`config.mk`:
```
export PLATFORM = sky130hd
export DESIGN_NAME = multi_design_mux
export DESIGN_NICKNAME = d
export VERILOG_FILES = /design/src/rtl/multi_design_mux_pkg.sv /design/src/rtl/mux_sync_edge.sv /design/src/rtl/multi_design_mux.sv
export SDC_FILE = /design/constraint.sdc
export NUM_CORES = 1
export LEC_CHECK = 0
export CORE_AREA = 2 2 307 309
export CTS_CLUSTER_SIZE = 14
export DETAILED_ROUTE_END_ITERATION = 12
export DIE_AREA = 0 0 309 311
export GPL_TIMING_DRIVEN = 0
export HOLD_SLACK_MARGIN = 0.06
export PLACE_DENSITY_LB_ADDON = 0.05
export SKIP_LAST_GASP = 1
export SYNTH_ARGS = -nofsm -noshare
export SYNTH_HDL_FRONTEND = slang
export SYNTH_SLANG_ARGS = --single-unit
export TNS_END_PERCENT = 100
```
`constraint.sdc`:
```
create_clock -name wb_clk_i -period 4.5 [get_ports wb_clk_i]
set_input_delay 1.125 -clock wb_clk_i [delete_from_list [all_inputs] [get_ports wb_clk_i]]
set_output_delay 1.125 -clock wb_clk_i [all_outputs]
set_load 0.005 [all_outputs]
```
`src/rtl/multi_design_mux_pkg.sv`:
```
// Shared types and helpers for the multi-design IO pad mux.
package multi_design_mux_pkg;

  typedef enum logic [1:0] {
    IDLE,
    DRAIN,
    RST,
    RUN
  } state_t;

  // Wide all-ones pattern; the top slices it down to its selector width.
  localparam logic [15:0] SEL_NONE = '1;

  // LSB position of a slot inside a flattened per-slot bus.
  function automatic int slice_lsb(input int slot, input int width);
    return slot * width;
  endfunction

endpackage

```
`src/rtl/mux_sync_edge.sv`:
```
// Two-flop synchroniser with an optional registered rising-edge pulse.
module mux_sync_edge #(
  parameter int WIDTH   = 1,
  parameter bit EDGE_EN = 1'b1
) (
  input  logic             clk,
  input  logic             rst_n,
  input  logic [WIDTH-1:0] din,
  output logic [WIDTH-1:0] sync,
  output logic [WIDTH-1:0] rise
);

  logic [WIDTH-1:0] meta;
  logic [WIDTH-1:0] sync_q;

  // Two-stage capture of the asynchronous input.
  always_ff @(posedge clk or negedge rst_n) begin
    if (!rst_n) begin
      meta   <= '0;
      sync_q <= '0;
    end else begin
      meta   <= din;
      sync_q <= meta;
    end
  end

  assign sync = sync_q;

  generate
    if (EDGE_EN) begin : g_edge
      logic [WIDTH-1:0] prev_q;
      logic [WIDTH-1:0] rise_q;

      // One-cycle pulse in the cycle after the synchronised level goes high.
      always_ff @(posedge clk or negedge rst_n) begin
        if (!rst_n) begin
          prev_q <= '0;
          rise_q <= '0;
        end else begin
          prev_q <= sync_q;
          rise_q <= sync_q & ~prev_q;
        end
      end

      assign rise = rise_q;
    end else begin : g_no_edge
      assign rise = '0;
    end
  endgenerate

endmodule

```
`src/rtl/multi_design_mux.sv`:
```
// Shares the IO pads among NUM_DESIGNS user macros with a safe
// drain / blank / auto-reset / connect handover on every reselection.
module multi_design_mux
  import multi_design_mux_pkg::*;
#(
  parameter int NUM_DESIGNS   = 8,
  parameter int IO_W          = 38,
  parameter int SEL_W         = 4,
  parameter int SETTLE_CYCLES = 16,
  parameter int RESET_CYCLES  = 8
) (
  input  logic                      wb_clk_i,
  input  logic                      wb_rst_enb,
  input  logic                      i_mux_conf_clk,
  input  logic [SEL_W-1:0]          i_mux_sel,
  input  logic                      i_auto_reset_enb,
  input  logic [NUM_DESIGNS-1:0]    i_design_reset,
  input  logic [IO_W-1:0]           io_in,
  output logic [IO_W-1:0]           io_out,
  output logic [IO_W-1:0]           io_oeb,
  input  logic [NUM_DESIGNS*IO_W-1:0] d_io_out,
  input  logic [NUM_DESIGNS*IO_W-1:0] d_io_oeb,
  output logic [IO_W-1:0]           d_io_in,
  output logic [NUM_DESIGNS-1:0]    d_rst,
  output logic [NUM_DESIGNS-1:0]    d_ena,
  output logic [SEL_W-1:0]          o_active_sel,
  output logic                      o_busy
);

  localparam int CNT_MAX = (SETTLE_CYCLES > RESET_CYCLES) ? SETTLE_CYCLES : RESET_CYCLES;
  localparam int CNT_W   = $clog2(CNT_MAX + 1);
  localparam logic [SEL_W-1:0] NONE = SEL_NONE[SEL_W-1:0];

  state_t                   state, state_n;
  logic [SEL_W-1:0]         active, active_n;
  logic [SEL_W-1:0]         target, target_n;
  logic [SEL_W-1:0]         pending, pending_n;
  logic                     pend_valid, pend_valid_n;
  logic [CNT_W-1:0]         cnt, cnt_n;
  logic [SEL_W-1:0]         sel_req;
  logic                     commit;
  logic                     conf_sync_unused;
  logic [NUM_DESIGNS-1:0]   rst_sync;
  logic [NUM_DESIGNS-1:0]   drst_rise_unused;

  mux_sync_edge #(.WIDTH(1), .EDGE_EN(1'b1)) u_conf_sync (
    .clk   (wb_clk_i),
    .rst_n (wb_rst_enb),
    .din   (i_mux_conf_clk),
    .sync  (conf_sync_unused),
    .rise  (commit)
  );

  mux_sync_edge #(.WIDTH(NUM_DESIGNS), .EDGE_EN(1'b0)) u_drst_sync (
    .clk   (wb_clk_i),
    .rst_n (wb_rst_enb),
    .din   (i_design_reset),
    .sync  (rst_sync),
    .rise  (drst_rise_unused)
  );

  // Out-of-range selections collapse to "none" so every comparison sees one encoding.
  assign sel_req = (int'(i_mux_sel) >= NUM_DESIGNS) ? NONE : i_mux_sel;

  // Handover state, selection registers and the shared phase counter.
  always_ff @(posedge wb_clk_i or negedge wb_rst_enb) begin
    if (!wb_rst_enb) begin
      state      <= IDLE;
      active     <= NONE;
      target     <= NONE;
      pending    <= NONE;
      pend_valid <= 1'b0;
      cnt        <= '0;
    end else begin
      state      <= state_n;
      active     <= active_n;
      target     <= target_n;
      pending    <= pending_n;
      pend_valid <= pend_valid_n;
      cnt        <= cnt_n;
    end
  end

  // Next-state logic: fresh commits start a drain when settled, are queued while busy.
  always_comb begin
    state_n      = state;
    active_n     = active;
    target_n     = target;
    pending_n    = pending;
    pend_valid_n = pend_valid;
    cnt_n        = cnt;
    case (state)
      IDLE, RUN: begin
        pend_valid_n = 1'b0;
        if (commit && (sel_req != active)) begin
          target_n = sel_req;
          cnt_n    = CNT_W'(SETTLE_CYCLES);
          state_n  = DRAIN;
        end else if (pend_valid && (pending != active)) begin
          target_n = pending;
          cnt_n    = CNT_W'(SETTLE_CYCLES);
          state_n  = DRAIN;
        end
      end
      DRAIN: begin
        if (commit && (sel_req != target)) begin
          pending_n    = sel_req;
          pend_valid_n = 1'b1;
        end
        if (cnt == CNT_W'(1)) begin
          active_n = target;
          if (target == NONE) begin
            state_n = IDLE;
          end else if (!i_auto_reset_enb) begin
            cnt_n   = CNT_W'(RESET_CYCLES);
            state_n = RST;
          end else begin
            state_n = RUN;
          end
        end else begin
          cnt_n = cnt - CNT_W'(1);
        end
      end
      RST: begin
        if (commit && (sel_req != target)) begin
          pending_n    = sel_req;
          pend_valid_n = 1'b1;
        end
        if (cnt == CNT_W'(1)) begin
          state_n = RUN;
        end else begin
          cnt_n = cnt - CNT_W'(1);
        end
      end
      default: state_n = IDLE;
    endcase
  end

  // Pad routing: blanked and every slot held in reset unless the active slot is running.
  always_comb begin
    io_out  = '0;
    io_oeb  = '1;
    d_io_in = '0;
    d_ena   = '0;
    d_rst   = '1;
    if (state == RUN) begin
      d_io_in = io_in;
      for (int k = 0; k < NUM_DESIGNS; k++) begin
        if (active == SEL_W'(k)) begin
          io_out   = d_io_out[slice_lsb(k, IO_W) +: IO_W];
          io_oeb   = d_io_oeb[slice_lsb(k, IO_W) +: IO_W];
          d_ena[k] = 1'b1;
          d_rst[k] = rst_sync[k];
        end
      end
    end
  end

  assign o_active_sel = active;
  assign o_busy       = (state == DRAIN) || (state == RST);

endmodule

```
==> metrics.cfg <==
[critical_path]
crit_path_start_kind = flop
critical_path_class = reg -> out
arrival_ns = 3.25
reg2reg_depth = 6
rr_endpoint = cnt[4]
worstPathMaxFanout = 10
r2r-start = o_active_sel[2]
regToRegSetupSlack_ns = 2.21
crit_path_end_kind = output port
worstPathRequired_ns = 3.38

[flow_run]
maxCapViolCount = 0

[layout]
fin_cells = 3088
most-common-layout-cells = clkdlybuf4s50_1 (795), o21ai_0 (116), a21oi_1 (115), o22ai_1 (109), a22oi_1 (108)
layout_commonest_cell = clkdlybuf4s50_1
drive_above_1_share_pct = 7.71
syn_to_final_growth_pct = 144
nets = 2483

[sta]
setup_viol = 0
fin_crit_sh_pct = 97.2
rsz0062_at_grt = yes
finalHoldViolCount = 0
period_minus_slack_ns = 4.37
holdWs_ns = 0.349
finalClockSkew_ns = 0.00319
relSlewSlack_pct = 53.0
drv_slew = 0
tightest_slew_ns = 0.705
fmax_mhz = 229

[detailed_routing]
first_iter_violations = 711
dr.pass1.iters = 7
ant_nets = 0
num_vias = 11600
wire_per_inst_um = 26.6
drcViolationCount = 0
via_per_inst = 3.76
routed_wl_mm = 82.2

[placed_design]
dp_cells = 3068
port_buffers = 796
place.gp.congestion = 0.820
dp_hpwl_mm = 70.1

[cts]
cts_sinks = 40
cts_buffers = 5
cts-root-buf = clkbuf_16
postCtsHoldBufs = 0
cts_max_level = 2
cts_max_path_buffers = 2
cts_tree = yes
clk_latency_ns = 0.28
clk_pin_slew_ns = 0.07

[die]
num_rows = 112
die_x_um = 309
dieHeight_um = 311
start_util_pct = 7.45
io_pins = 797
die_area_um2 = 96100
core_um2 = 92800

[pwr]
p_sw_share_pct = 54.4
p_sw_uw = 3970
clock_power_share_pct = 5.8
pwr-share-seq_pct = 8.1
power_per_cell_area_nw_per_um2 = 432
combPwrFrac_pct = 86.1
p_int_uw = 3320
leakage_uw = 0.00586
ir_worst_vdd_uv = 165

[yosys]
ys.warnings.count = 0
syn_inst = 1017
avgSynthCellArea_um2 = 6.80
yosysSeqAreaShare_pct = 14.7
ys_types = 47
synth_area_um2 = 6910
syn_nets = 1684
ys_ff_latch = 40

[global_route]
antenna_found_initial = 24
grt_start_max_net_pins = 22
grt_pass1_vias = 12600
grt_use_total_pct = 16.2
gr-total-overflow = 0
grt_pass1_wl_mm = 109

[hold_path]
min_from = u_drst_sync.meta[2]
worstHoldPathCells = 0
worstHoldEndpoint = u_drst_sync.sync[2]
min_path_type = reg -> reg

[status]
outcome = finished, final reports clean

==> worst max-delay path: stages, from the launching register on <==
cell             delay (ns)
dfstp_2                0.66
buf_4                  0.29
nor2_1                 0.11
clkbuf_2               0.25
clkbuf_2               0.29
a22oi_1                0.28
a22oi_1                0.11
o211ai_1               0.36
clkdlybuf4s50_1        0.60
==> power groups by stage <==
stage          clock network, uW  registers, uW  logic (uW)
2_1_floorplan                  0            562        3150
6_report                     424            591        6270
3_5_place_dp                   0            597        6230
3_3_place_gp                   0            600        6270
5_1_grt                      464            606        6860
4_1_cts                      448            592        6360
==> final cells by class <==
cell class,instances,area (um2)
inverter,10,37.5
timing repair buffer,798,7990
clock inverter,3,46.3
clock buffer,5,125
tap,1254,1570
multi-input combinational,848,5450
fill,10600,75900
buffer,113,606
sequential,40,1020
antenna,17,42.5
==> logic make-up (layout without fill, tap and decap cells) <==
family	Yosys count	after routing	share of synthesized area (%)
muxes	91	91	13.6
other	0	17	0
buffers and inverters	129	929	7.85
and+or+nand+nor	225	225	15.4
adders and majority gates	5	5	0.905
DFF	40	40	14.7
xor gates and xnor gates	10	10	1.27
AOI/OAI and AO/OA	517	517	46.3
==> registers in the layout (all words and copies together) (netlist names) <==
| signal | cells |
|---|---|
| cnt | 5 |
| u_conf_sync.g_edge.prev_q | 1 |
| u_conf_sync.rise | 1 |
| target | 4 |
| pend_valid | 1 |
| state | 2 |
| u_conf_sync.sync | 1 |
| o_active_sel | 4 |
| u_conf_sync.meta | 1 |
| u_drst_sync.sync | 8 |
| u_drst_sync.meta | 8 |
| pending | 4 |
==> metrics by stage <==
stage	TNS [ns]	power [uW]	worst slack [ns]	area, um2	util [%]
2_1_floorplan	0	3720	1.58	6910	-
3_3_place_gp	-45.36	6870	-1.15	16500	17.7
3_5_place_dp	-45.61	6830	-1.19	16500	17.7
4_1_cts	-0.0790	7390	-0.0477	16800	18.1
5_1_grt	-0.00223	7930	-0.00223	16900	18.2
6_report	0	7290	0.128	16900	18.2
==> metal layers <==
metal	global-route usage, %	part of all wire (%)	up-vias	routed length (um)
met5	0	0.12	-	101
met4	2.78	0.75	14	619
met3	2.81	5.5	34	4560
met2	30.3	53	407	43400
met1	19.3	41	5654	33500
li1	-	-	5488	-
==> what timing repair did <==
item | in CTS | in global routing
cloned | 0 | 0
endpoints found under the setup margin | 98 | 38
setup buffers | 0 | 1
pin swaps | 0 | 2
resized for setup | 67 | 44
==> worst max path at each step <==
| stage | start | endpoint | slack [ns] | cells after the start |
|---|---|---|---|---|
| final | o_active_sel[3] | io_oeb[32] | 0.13 | 8 |
| after global placement | state[0] | d_io_in[35] | -1.15 | 6 |
| after CTS | state[0] | io_oeb[15] | -0.05 | 6 |
| after global routing | o_active_sel[1] | io_out[23] | -0.002 | 8 |
| after detailed placement | state[0] | d_io_in[35] | -1.19 | 6 |
| after floorplan | o_active_sel[0] | io_oeb[10] | 1.58 | 8 |
==> synth_stat cells (all sizes together) <==
cell type | number | share of area, %
o21ai | 118 | 8.5
a21oi | 115 | 8.3
a22oi | 112 | 12
o22ai | 111 | 10
nand2 | 85 | 4.6
mux2i | 83 | 12
clkbuf | 78 | 4.2
nor2 | 55 | 3.0
and2 | 42 | 3.8
buf | 41 | 3.1
o211ai | 38 | 4.1
dfrtp | 28 | 10
dfstp | 12 | 4.6
nand2b | 12 | 1.1
inv | 10 | 0.54
xor2 | 8 | 1.0
nor2b | 7 | 0.63
mux2 | 6 | 0.98
or3 | 6 | 0.54
ha | 5 | 0.90
nand3 | 5 | 0.36
nor3 | 4 | 0.36
or2 | 4 | 0.36
o22a | 3 | 0.38
o31ai | 3 | 0.33
a211oi | 2 | 0.22
a21boi | 2 | 0.22
a2bb2oi | 2 | 0.25
a31oi | 2 | 0.18
mux4 | 2 | 0.65
nor4b | 2 | 0.25
o2111ai | 2 | 0.34
o21a | 2 | 0.22
xnor2 | 2 | 0.25
nand3b | 1 | 0.11
nand4 | 1 | 0.091
nand4b | 1 | 0.13
o311a | 1 | 0.14
o311ai | 1 | 0.13
o32a | 1 | 0.14
o32ai | 1 | 0.13
o41ai | 1 | 0.40
Power figures use the tool's default switching activity.
